File: src/rtl/ex_pkg.sv
// Shared EX-stage definitions: ALU opcodes, forward/destination selects and op classification.
package ex_pkg;

    typedef enum logic [4:0] {
        OP_ADD   = 5'd0,
        OP_SUB   = 5'd1,
        OP_AND   = 5'd2,
        OP_OR    = 5'd3,
        OP_XOR   = 5'd4,
        OP_NOR   = 5'd5,
        OP_SLT   = 5'd6,
        OP_SLTU  = 5'd7,
        OP_SLL   = 5'd8,
        OP_SRL   = 5'd9,
        OP_SRA   = 5'd10,
        OP_SLLV  = 5'd11,
        OP_SRLV  = 5'd12,
        OP_SRAV  = 5'd13,
        OP_LUI   = 5'd14,
        OP_MFHI  = 5'd15,
        OP_MFLO  = 5'd16,
        OP_MULT  = 5'd17,
        OP_MULTU = 5'd18,
        OP_DIV   = 5'd19,
        OP_DIVU  = 5'd20
    } alu_op_e;

    localparam logic [1:0] FWD_REG = 2'b00;
    localparam logic [1:0] FWD_MEM = 2'b01;
    localparam logic [1:0] FWD_WB  = 2'b10;

    localparam logic [1:0] DST_RT = 2'b00;
    localparam logic [1:0] DST_RD = 2'b01;
    localparam logic [1:0] DST_RA = 2'b10;
    localparam logic [4:0] RA_IDX = 5'd31;

    function automatic logic is_md_op(input logic [4:0] op);
        return (op == OP_MULT) || (op == OP_MULTU) || (op == OP_DIV) || (op == OP_DIVU);
    endfunction

endpackage

File: src/rtl/ex_muldiv.sv
// Iterative multiply/divide: one shift-add or restoring-divide step per cycle on magnitudes,
// sign fix-up and divide special cases applied as HI/LO are written on the last step.
module ex_muldiv
    import ex_pkg::*;
#(
    parameter int XLEN = 32
) (
    input  logic            clk,
    input  logic            reset,
    input  logic            start,
    input  logic [4:0]      op,
    input  logic [XLEN-1:0] a,
    input  logic [XLEN-1:0] b,
    output logic            busy,
    output logic            done,
    output logic [XLEN-1:0] hi,
    output logic [XLEN-1:0] lo
);

    localparam int CNT_W = $clog2(XLEN);
    localparam logic [CNT_W-1:0] LAST = CNT_W'(XLEN - 1);

    logic              w_div, w_signed, w_a_neg, w_b_neg;
    logic [XLEN-1:0]   w_a_mag, w_b_mag;
    logic [XLEN:0]     w_sum, w_rem_sh, w_diff;
    logic [2*XLEN-1:0] w_next, w_prod;
    logic [XLEN-1:0]   w_q, w_r, w_hi_fin, w_lo_fin;

    logic              r_busy, r_done, r_div, r_neg_q, r_neg_r, r_div0;
    logic [CNT_W-1:0]  r_cnt;
    logic [2*XLEN-1:0] r_p;
    logic [XLEN-1:0]   r_a, r_b_mag, r_hi, r_lo;

    assign w_div    = (op == OP_DIV) || (op == OP_DIVU);
    assign w_signed = (op == OP_MULT) || (op == OP_DIV);
    assign w_a_neg  = w_signed & a[XLEN-1];
    assign w_b_neg  = w_signed & b[XLEN-1];
    assign w_a_mag  = w_a_neg ? -a : a;
    assign w_b_mag  = w_b_neg ? -b : b;

    // r_p holds {partial product, multiplier} or {partial remainder, dividend/quotient}.
    always_comb begin
        // NOTE: every always_comb output gets a value on every path so no latch is inferred.
        w_sum    = {1'b0, r_p[2*XLEN-1:XLEN]} + (r_p[0] ? {1'b0, r_b_mag} : '0);
        w_rem_sh = {r_p[2*XLEN-1:XLEN], r_p[XLEN-1]};
        w_diff   = w_rem_sh - {1'b0, r_b_mag};
        if (!r_div)
            w_next = {w_sum, r_p[XLEN-1:1]};
        else if (!w_diff[XLEN])
            w_next = {w_diff[XLEN-1:0], r_p[XLEN-2:0], 1'b1};
        else
            w_next = {w_rem_sh[XLEN-1:0], r_p[XLEN-2:0], 1'b0};
        w_prod = r_neg_q ? -w_next : w_next;
        w_q    = r_neg_q ? -w_next[XLEN-1:0] : w_next[XLEN-1:0];
        w_r    = r_neg_r ? -w_next[2*XLEN-1:XLEN] : w_next[2*XLEN-1:XLEN];
        if (!r_div) begin
            w_hi_fin = w_prod[2*XLEN-1:XLEN];
            w_lo_fin = w_prod[XLEN-1:0];
        end else if (r_div0) begin
            w_hi_fin = r_a;
            w_lo_fin = '1;
        end else begin
            w_hi_fin = w_r;
            w_lo_fin = w_q;
        end
    end

    always_ff @(posedge clk) begin
        // NOTE: state uses non-blocking assignments so every register samples pre-edge values.
        if (reset) begin
            r_busy <= 1'b0;
            r_done <= 1'b0;
            r_cnt  <= '0;
            r_hi   <= '0;
            r_lo   <= '0;
        end else begin
            r_done <= 1'b0;
            if (start && !r_busy) begin
                r_busy <= 1'b1;
                r_cnt  <= '0;
            end else if (r_busy) begin
                r_cnt <= r_cnt + 1'b1;
                if (r_cnt == LAST) begin
                    r_busy <= 1'b0;
                    r_done <= 1'b1;
                    r_hi   <= w_hi_fin;
                    r_lo   <= w_lo_fin;
                end
            end
        end
    end

    // NOTE: datapath registers carry no reset; they are always loaded on start before use.
    always_ff @(posedge clk) begin
        if (start && !r_busy) begin
            r_p     <= {{XLEN{1'b0}}, w_a_mag};
            r_a     <= a;
            r_b_mag <= w_b_mag;
            r_div   <= w_div;
            r_neg_q <= w_a_neg ^ w_b_neg;
            r_neg_r <= w_a_neg;
            r_div0  <= (b == '0);
        end else if (r_busy) begin
            r_p <= w_next;
        end
    end

    assign busy = r_busy;
    assign done = r_done;
    assign hi   = r_hi;
    assign lo   = r_lo;

endmodule

File: src/rtl/stage_ex_md.sv
// EX stage with operand forwarding, single-cycle ALU and EX/MEM latch.
// Define EX_MULDIV_EN to build the multi-cycle multiply/divide unit with HI/LO.
module stage_ex_md
    import ex_pkg::*;
#(
    parameter int XLEN   = 32,
    parameter int CTRL_W = 8
) (
    input  logic                     clk,
    input  logic                     reset,
    input  logic                     in_valid,
    input  logic                     in_flush,
    input  logic [4:0]               alu_op,
    input  logic                     alu_src,
    input  logic [1:0]               fwd_a,
    input  logic [1:0]               fwd_b,
    input  logic [XLEN-1:0]          data_rs,
    input  logic [XLEN-1:0]          data_rt,
    input  logic [XLEN-1:0]          imm,
    input  logic [XLEN-1:0]          wb_data,
    input  logic [$clog2(XLEN)-1:0]  sa,
    input  logic [4:0]               rt,
    input  logic [4:0]               rd,
    input  logic [1:0]               reg_dst,
    input  logic [CTRL_W-1:0]        ctrl_in,
    output logic                     out_valid,
    output logic [XLEN-1:0]          out_alu,
    output logic [XLEN-1:0]          out_data_rt,
    output logic [4:0]               out_wreg,
    output logic [CTRL_W-1:0]        ctrl_out,
    output logic                     stall
);

    localparam int SH_W = $clog2(XLEN);

    logic [XLEN-1:0] w_op_a, w_fwd_b, w_op_b, w_result, w_hi, w_lo;
    logic [4:0]      w_wreg;
    logic            w_is_md, w_stall;

    assign w_is_md = is_md_op(alu_op);
    assign w_op_b  = alu_src ? imm : w_fwd_b;

    always_comb begin
        case (fwd_a)
            FWD_MEM: w_op_a = out_alu;
            FWD_WB:  w_op_a = wb_data;
            default: w_op_a = data_rs;
        endcase
        case (fwd_b)
            FWD_MEM: w_fwd_b = out_alu;
            FWD_WB:  w_fwd_b = wb_data;
            default: w_fwd_b = data_rt;
        endcase
        case (reg_dst)
            DST_RD:  w_wreg = rd;
            DST_RA:  w_wreg = RA_IDX;
            default: w_wreg = rt;
        endcase
    end

    always_comb begin
        case (alu_op)
            OP_ADD:  w_result = w_op_a + w_op_b;
            OP_SUB:  w_result = w_op_a - w_op_b;
            OP_AND:  w_result = w_op_a & w_op_b;
            OP_OR:   w_result = w_op_a | w_op_b;
            OP_XOR:  w_result = w_op_a ^ w_op_b;
            OP_NOR:  w_result = ~(w_op_a | w_op_b);
            OP_SLT:  w_result = {{(XLEN-1){1'b0}}, ($signed(w_op_a) < $signed(w_op_b))};
            OP_SLTU: w_result = {{(XLEN-1){1'b0}}, (w_op_a < w_op_b)};
            OP_SLL:  w_result = w_op_b << sa;
            OP_SRL:  w_result = w_op_b >> sa;
            OP_SRA:  w_result = $unsigned($signed(w_op_b) >>> sa);
            OP_SLLV: w_result = w_op_b << w_op_a[SH_W-1:0];
            OP_SRLV: w_result = w_op_b >> w_op_a[SH_W-1:0];
            OP_SRAV: w_result = $unsigned($signed(w_op_b) >>> w_op_a[SH_W-1:0]);
            OP_LUI:  w_result = w_op_b << (XLEN / 2);
            OP_MFHI: w_result = w_hi;
            OP_MFLO: w_result = w_lo;
            default: w_result = '0;
        endcase
    end

`ifdef EX_MULDIV_EN
    logic w_md_start, w_md_busy, w_md_done;

    // The held MD op is still in EX on the done cycle; done blocks a second start.
    assign w_md_start = ~reset & in_valid & w_is_md & ~w_md_busy & ~w_md_done;
    assign w_stall    = w_md_start | w_md_busy;

    ex_muldiv #(.XLEN(XLEN)) u_muldiv (
        .clk   (clk),
        .reset (reset),
        .start (w_md_start),
        .op    (alu_op),
        .a     (w_op_a),
        .b     (w_fwd_b),
        .busy  (w_md_busy),
        .done  (w_md_done),
        .hi    (w_hi),
        .lo    (w_lo)
    );
`else
    assign w_stall = 1'b0;
    assign w_hi    = '0;
    assign w_lo    = '0;
`endif

    assign stall = w_stall;

    always_ff @(posedge clk) begin
        if (reset || in_flush || w_stall || w_is_md) begin
            out_valid   <= 1'b0;
            out_alu     <= '0;
            out_data_rt <= '0;
            out_wreg    <= '0;
            ctrl_out    <= '0;
        end else begin
            out_valid   <= in_valid;
            out_alu     <= w_result;
            out_data_rt <= w_fwd_b;
            out_wreg    <= w_wreg;
            ctrl_out    <= ctrl_in;
        end
    end

endmodule

File: config.mk
export PLATFORM = sky130hd
export DESIGN_NAME = stage_ex_md
export DESIGN_NICKNAME = d
export VERILOG_FILES = /design/src/rtl/ex_pkg.sv /design/src/rtl/ex_muldiv.sv /design/src/rtl/stage_ex_md.sv
export SDC_FILE = /design/constraint.sdc
export NUM_CORES = 1
export LEC_CHECK = 0
export ABC_AREA = 0
export BUFFER_PORTS_ARGS = -buffer_cell sky130_fd_sc_hd__buf_2
export CAP_MARGIN = 20
export CORE_ASPECT_RATIO = 1.25
export CORE_MARGIN = 4
export CORE_UTILIZATION = 35
export CTS_CLUSTER_DIAMETER = 50
export DETAILED_ROUTE_END_ITERATION = 7
export MAX_ROUTING_LAYER = met4
export PLACE_DENSITY = 0.54
export RECOVER_POWER = 25
export SLEW_MARGIN = 25
export SYNTH_ARGS = -nofsm -noshare
export SYNTH_HDL_FRONTEND = slang
export SYNTH_SLANG_ARGS = --single-unit
File: constraint.sdc
create_clock -name clk -period 4.6 [get_ports clk]
set_input_delay 0.23 -clock clk [delete_from_list [all_inputs] [get_ports clk]]
set_output_delay 0.23 -clock clk [all_outputs]
set_load 0.02 [all_outputs]
**Word-level counts from Yosys, hierarchy flattened**

Cells that the tools add are included.
Widths: inputs -> output; s select.

- Magnitude comparators: 2
- Bitwise gates (word level): 4
- $add $sub $neg: 2
- Reductions and logical operators: 6
- Shifts and indexed selects: 6
- Equal/unequal tests: 24
- Mux-type cells: 5

Operators by type and width:

| cell | number |
|---|---|
| $pmux 32 s15 | 1 |
| $pmux 32 s2 | 2 |
| $lt 32x32->1 | 2 |
| $shl 32x5->32 | 2 |
| $shr 32x5->32 | 2 |
| $sshr 32x5->32 | 2 |
| $eq 5x4->1 const B | 7 |
| $add 32x32->32 | 1 |
| $and 32x32->32 | 1 |
| $mux 32 | 1 |
| $not 32->32 | 1 |
| $or 32x32->32 | 1 |
| $sub 32x32->32 | 1 |
| $xor 32x32->32 | 1 |
| $eq 5x3->1 const B | 4 |
| $eq 5x5->1 const B | 4 |
| $eq 5x2->1 const B | 2 |
| $pmux 5 s2 | 1 |
| $eq 2x1->1 const B | 3 |
| $eq 2x2->1 const B | 3 |
| $eq 5x1->1 const B | 1 |
| $logic_not 5->1 | 1 |
| $logic_or 1x1->1 | 5 |

- Output and inout bits: 79
- Word-level logic and storage cells: 54
- Bits in registers: 78
- Input bits: 167

**Depth between registers and ports, before layout**

- Depth in word-level cells: 6
- Depth in mapped cells: 19
- Mapped depth without buffers: 16

**Least setup slack after synthesis**

OpenSTA, ideal clock, no wires.

- Kind: input-to-reg
- Start: input port fwd_b[0]
- End: register out_alu[30]
- Required time: 4.525 ns
- Buffers on the path: 2
- Stages: 17
- Data arrival time: 3.980 ns
- Path slack: 0.546 ns
- Setup time: 0.075 ns
- Cells stage by stage: inv_1 > ha_1 > buf_2 > clkbuf_1 > a221oi_1 > o31ai_2 > inv_1 > ha_1 > nor2b_1 > or4b_2 > nand4_1 > o211ai_1 > a311oi_2 > nor3_1 > or4_1 > and3_1 > o22ai_1

- Word-level cells in the longest chain between the ends: 6

RTL lines:

| what | RTL line | source |
|---|---|---|
| from (decl) | stage_ex_md.sv:16 | `input logic [1:0] fwd_b,` |
| $eq 2x2->1 / $eq 2x1->1 (equally long branches) | stage_ex_md.sv:49 | `case (fwd_b)` |
| $pmux 32 s2 (*) | stage_ex_md.sv:49 |  |
| $mux 32 (*) | stage_ex_md.sv:41 | `assign w_op_b = alu_src ? imm : w_fwd_b;` |
| parallel branches: the longest is 2 deep, another holds $sub 32x32->32 | -- |  |
| $pmux 32 s15 (*) | stage_ex_md.sv:62 | `case (alu_op)` |
| to (signal assigned) | stage_ex_md.sv:120 | `out_alu <= w_result;` |
| to (decl) | stage_ex_md.sv:27 | `output logic [XLEN-1:0] out_alu,` |

Mark *: on every way between the ends.
A chain may end at the register's enable or synchronous reset.

**Final worst setup path**

- Start: register out_alu[0]
- End: register out_alu[0]

- Word-level cells in the longest chain between the ends: 5

RTL lines:

| what | RTL line |
|---|---|
| parallel branches: the longest is 4 deep, another holds $sub 32x32->32 | -- |
| $pmux 32 s15 (*) | stage_ex_md.sv:62 |

Marks and branches as above.

==> impl_summary.md <==
Synthesis
A synthesized cell averages 6.99 um^2. For this run, the leading register cell type out of synthesis is dfxtp_1. For this run, the register share of the synthesized area comes to 10.0%.

The synthesized design contains 78 register bits. The fraction of synthesis flops using an asynchronous set or reset pin is 0%. Yosys instantiated no cell more often than nand2_1. The proportion of netlist area held by the largest area contributor is 10.0%. Counting instances in the post-synthesis netlist gives the leading cell types as 215 x nand2_1, 210 x nor2_1, 181 x a21oi_1. The cell area that synthesis handed to floorplanning was 15,600 um^2.

The cell count after synthesis came out at 2,225. Yosys attributes the largest share of cell area to dfxtp_1 10%, mux2i_1 9.8%, ha_1 8.2%. Yosys mapped a number of flops with a built-in enable equal to 0. The distinct cell type count of the synthesized netlist is 114. The leading area contributor after synthesis is dfxtp_1.

During synthesis, Yosys emitted a total of 0 warnings. The number of nets in the synthesized netlist is 2,496.

Setup path
The critical register-to-register path startpoint is out_alu[0]. The worst reg-to-reg setup slack is 180 ps. The startpoint of the most critical setup path is out_alu[0]. The highest fanout seen on the critical path is 20. The endpoint of the worst-slack reg-to-reg timing path is out_alu[0]. At the worst endpoint, the arrival time is 4690 ps. The worst setup path is of the register to register kind.

The last element of the critical path is out_alu[0]. At the worst endpoint, the required time is 4870 ps. STA classifies the critical path startpoint as a register.

STA classifies the critical path endpoint as a register. The number of cells on the worst reg-to-reg path is 13.

STA
The final setup violation count is 0. The tightest hold path in the finished design has a slack of 70.7 ps. Setup repair after global routing left no endpoint under its margin. The tightest slew margin relative to the limit is 25.2%. The final number of hold-violating endpoints is 0. Clock skew on the completed layout was measured at 13.3 ps. The count of final max-slew check failures is 0.

Of the available clock period, the critical path in the final layout requires 96.0%. The highest achievable clock rate is 226 MHz. After layout, the minimum clock period comes to 4420 ps. The slew at the pin closest to its max-slew limit is 1120 ps.

Clock tree
The count of clock tree sinks is 78. After clock tree synthesis, the clock-pin slew on the worst setup and hold paths is 70 ps. The clock tree synthesis step divided the H-tree into 3 levels. TritonCTS created 9 clock buffers. No sink is reached through more buffers than the 2 on the longest clock path. The clock tree root driver cell is clkbuf_16. The clock latency of the later-clocked register in the worst-skew pair is 380 ps. The clock tree from TritonCTS is built.

Status
The flow ran to the end, but the final reports show violations. The checks that failed: DRC.

Global routing
Entering global routing, the biggest net connects 47 pins. Global routing finished with a remaining overflow of 0. The first global-routing pass estimated 161 mm of wire.

The number of antenna violations at the first check in global routing is 9. The number of global-route vias before repair is 20,922. Global routing consumed, over all layers together, 47.7% of the routing resources.

Detailed routing
The post-detailed-route DRC marker count is 1. The routed wire length per instance is 36.0 um. Dividing the detail-routed via count by the number of cells gives 6.84. After the first detailed-routing iteration, the DRC count stood at 3,777. The total vias in the final route is 22,348. The remaining antenna violation count after routing is 0.

The number of iterations in the first detailed-routing pass is 8. The total wire length is 117 mm.

Floorplanning
The die covers 47,900 um^2. The die is 197 um wide. The floorplan has 86 rows. 246 I/O pins were placed. The initial utilization of the core area, before any placement, comes to 35.3%.

The total area inside the core boundary comes to 44,000 um^2. The height of the die is 244 um.

Final layout
The utilization of the core after routing is 45.1%. After filler insertion, the fill cell instance count of the layout stands at 4,600. The area growth from synthesis to layout is 27.6%. After the last flow step, the layout net total stands at 2,951. The sequential cells in the finished layout cover a total of 1560 um^2. The total area of multi-input combinational cells is 12,800 um^2. After routing the design area is 19,800 um^2.

In the final layout, the share of cells above drive strength 1 is 26.6%.

Place
In this run the cell area measured after placement is 19,600 um^2. The HPWL after detailed placement is 95.3 mm. The number of port buffers is 244. Routability-driven placement finished with a final weighted congestion of 1.19.

Power
In this run the power density over the cells is 265 nW/um^2. Across the VDD grid, the largest voltage drop is 0.257 mV. The total design power is 5250 uW.

The leakage component of the power is 0.00874 uW.

Worst hold path
The tightest min-delay check is of the primary input to register type.

Job
Across the run, the number of max-cap violations was 0.
==> registers in the layout, indices dropped and copies added, names as in the netlist <==
signal and cells:
ctrl_out 8, out_wreg 5, out_valid 1, out_alu 32, out_data_rt 32
==> worst max-delay path, stage by stage, from the launching register on <==
cell	delay, ps
dfxtp_1	340
buf_4	160
a221o_1	450
nand4_4	170
and2_2	560
buf_4	280
mux2i_1	210
buf_4	150
mux2i_1	150
nand3_1	230
o2111ai_1	190
a2111oi_2	880
a41oi_1	310
buf_4	220
==> kinds of logic after synthesis <==
family,synth area share (%)
compound gates,37.0
buf+inv,8.09
flops,10.0
fa+ha+maj,8.46
simple gates,22.3
xor+xnor,1.52
mux,12.6
other cells,0.0241
==> area by class of cell <==
class | count | share of cell area, %
flip-flops and latches | 78 | 7.87
diodes | 8 | 0.101
clock buffers | 9 | 1.13
multi-input cells | 1862 | 64.5
well taps | 572 | 3.61
inverters | 121 | 2.29
repair buffers | 608 | 20.1
clock inverters | 7 | 0.429
==> placed cells by master (no fill, tap or decap), drive strengths merged, types with 8 or more instances in the layout <==
cell type  instances
a41oi             11
diode              8
a221oi            65
dfxtp             78
nand3             49
o221ai            12
buf              569
mux2i            156
nor4              12
o31ai             23
xnor2             23
and2              13
o31a              17
o22ai             47
a22oi             40
inv              120
a211oi            49
o311ai             8
a21oi            183
o21bai            10
clkbuf            48
o211ai            32
nor3              82
a31oi             37
a2111oi           21
nand2b            20
a221o             13
or2                9
and3              11
a21o              27
ha               102
nand4             19
o21a              10
nand2            217
o2111ai            9
mux2              30
nor2b             48
nor2             214
o21ai            143
==> timing repair <==
item / CTS / global route
endpoints found under the setup margin: 0 / 2
hold buffers: 0 / 0
resized for setup: 0 / 2
buffers inserted: 0 / 0
==> worst min path at each step <==
stage	from	to	slack, ps	cells after the start
floorplan	ctrl_in[0]	ctrl_out[0]	340	2
CTS	ctrl_in[1]	ctrl_out[1]	60	3
global route	in_valid	out_valid	70	3
detailed placement	ctrl_in[4]	ctrl_out[4]	450	3
global placement	ctrl_in[1]	ctrl_out[1]	450	3
finish	ctrl_in[1]	ctrl_out[1]	70	3
==> stage by stage <==
step,setup WS (ps),instances,TNS (ps)
floorplan,546,2225,0
global placement,-650,3241,-1030
detailed placement,-176,3241,-181
CTS,204,3257,0
global route,90.9,3265,0
finish,183,3265,0
==> layer usage <==
| layer | vias to the layer above | part of all wire [%] | global-route usage, % |
|---|---|---|---|
| met2 | 1996 | 42 | 70.0 |
| li1 | 9292 | - | - |
| met5 | - | 0 | - |
| met1 | 10495 | 35 | 54.9 |
| met3 | 565 | 12 | 12.2 |
| met4 | 0 | 11 | 37.7 |
==> where the power goes <==
| part | switching, uW | internal [uW] | leakage, uW |
|---|---|---|---|
| logic | 2410 | 1310 | 0.00796 |
| registers | 19.5 | 705 | 0.000635 |
| clock network | 373 | 434 | 0.000153 |
(Power assumes the default switching activity.)
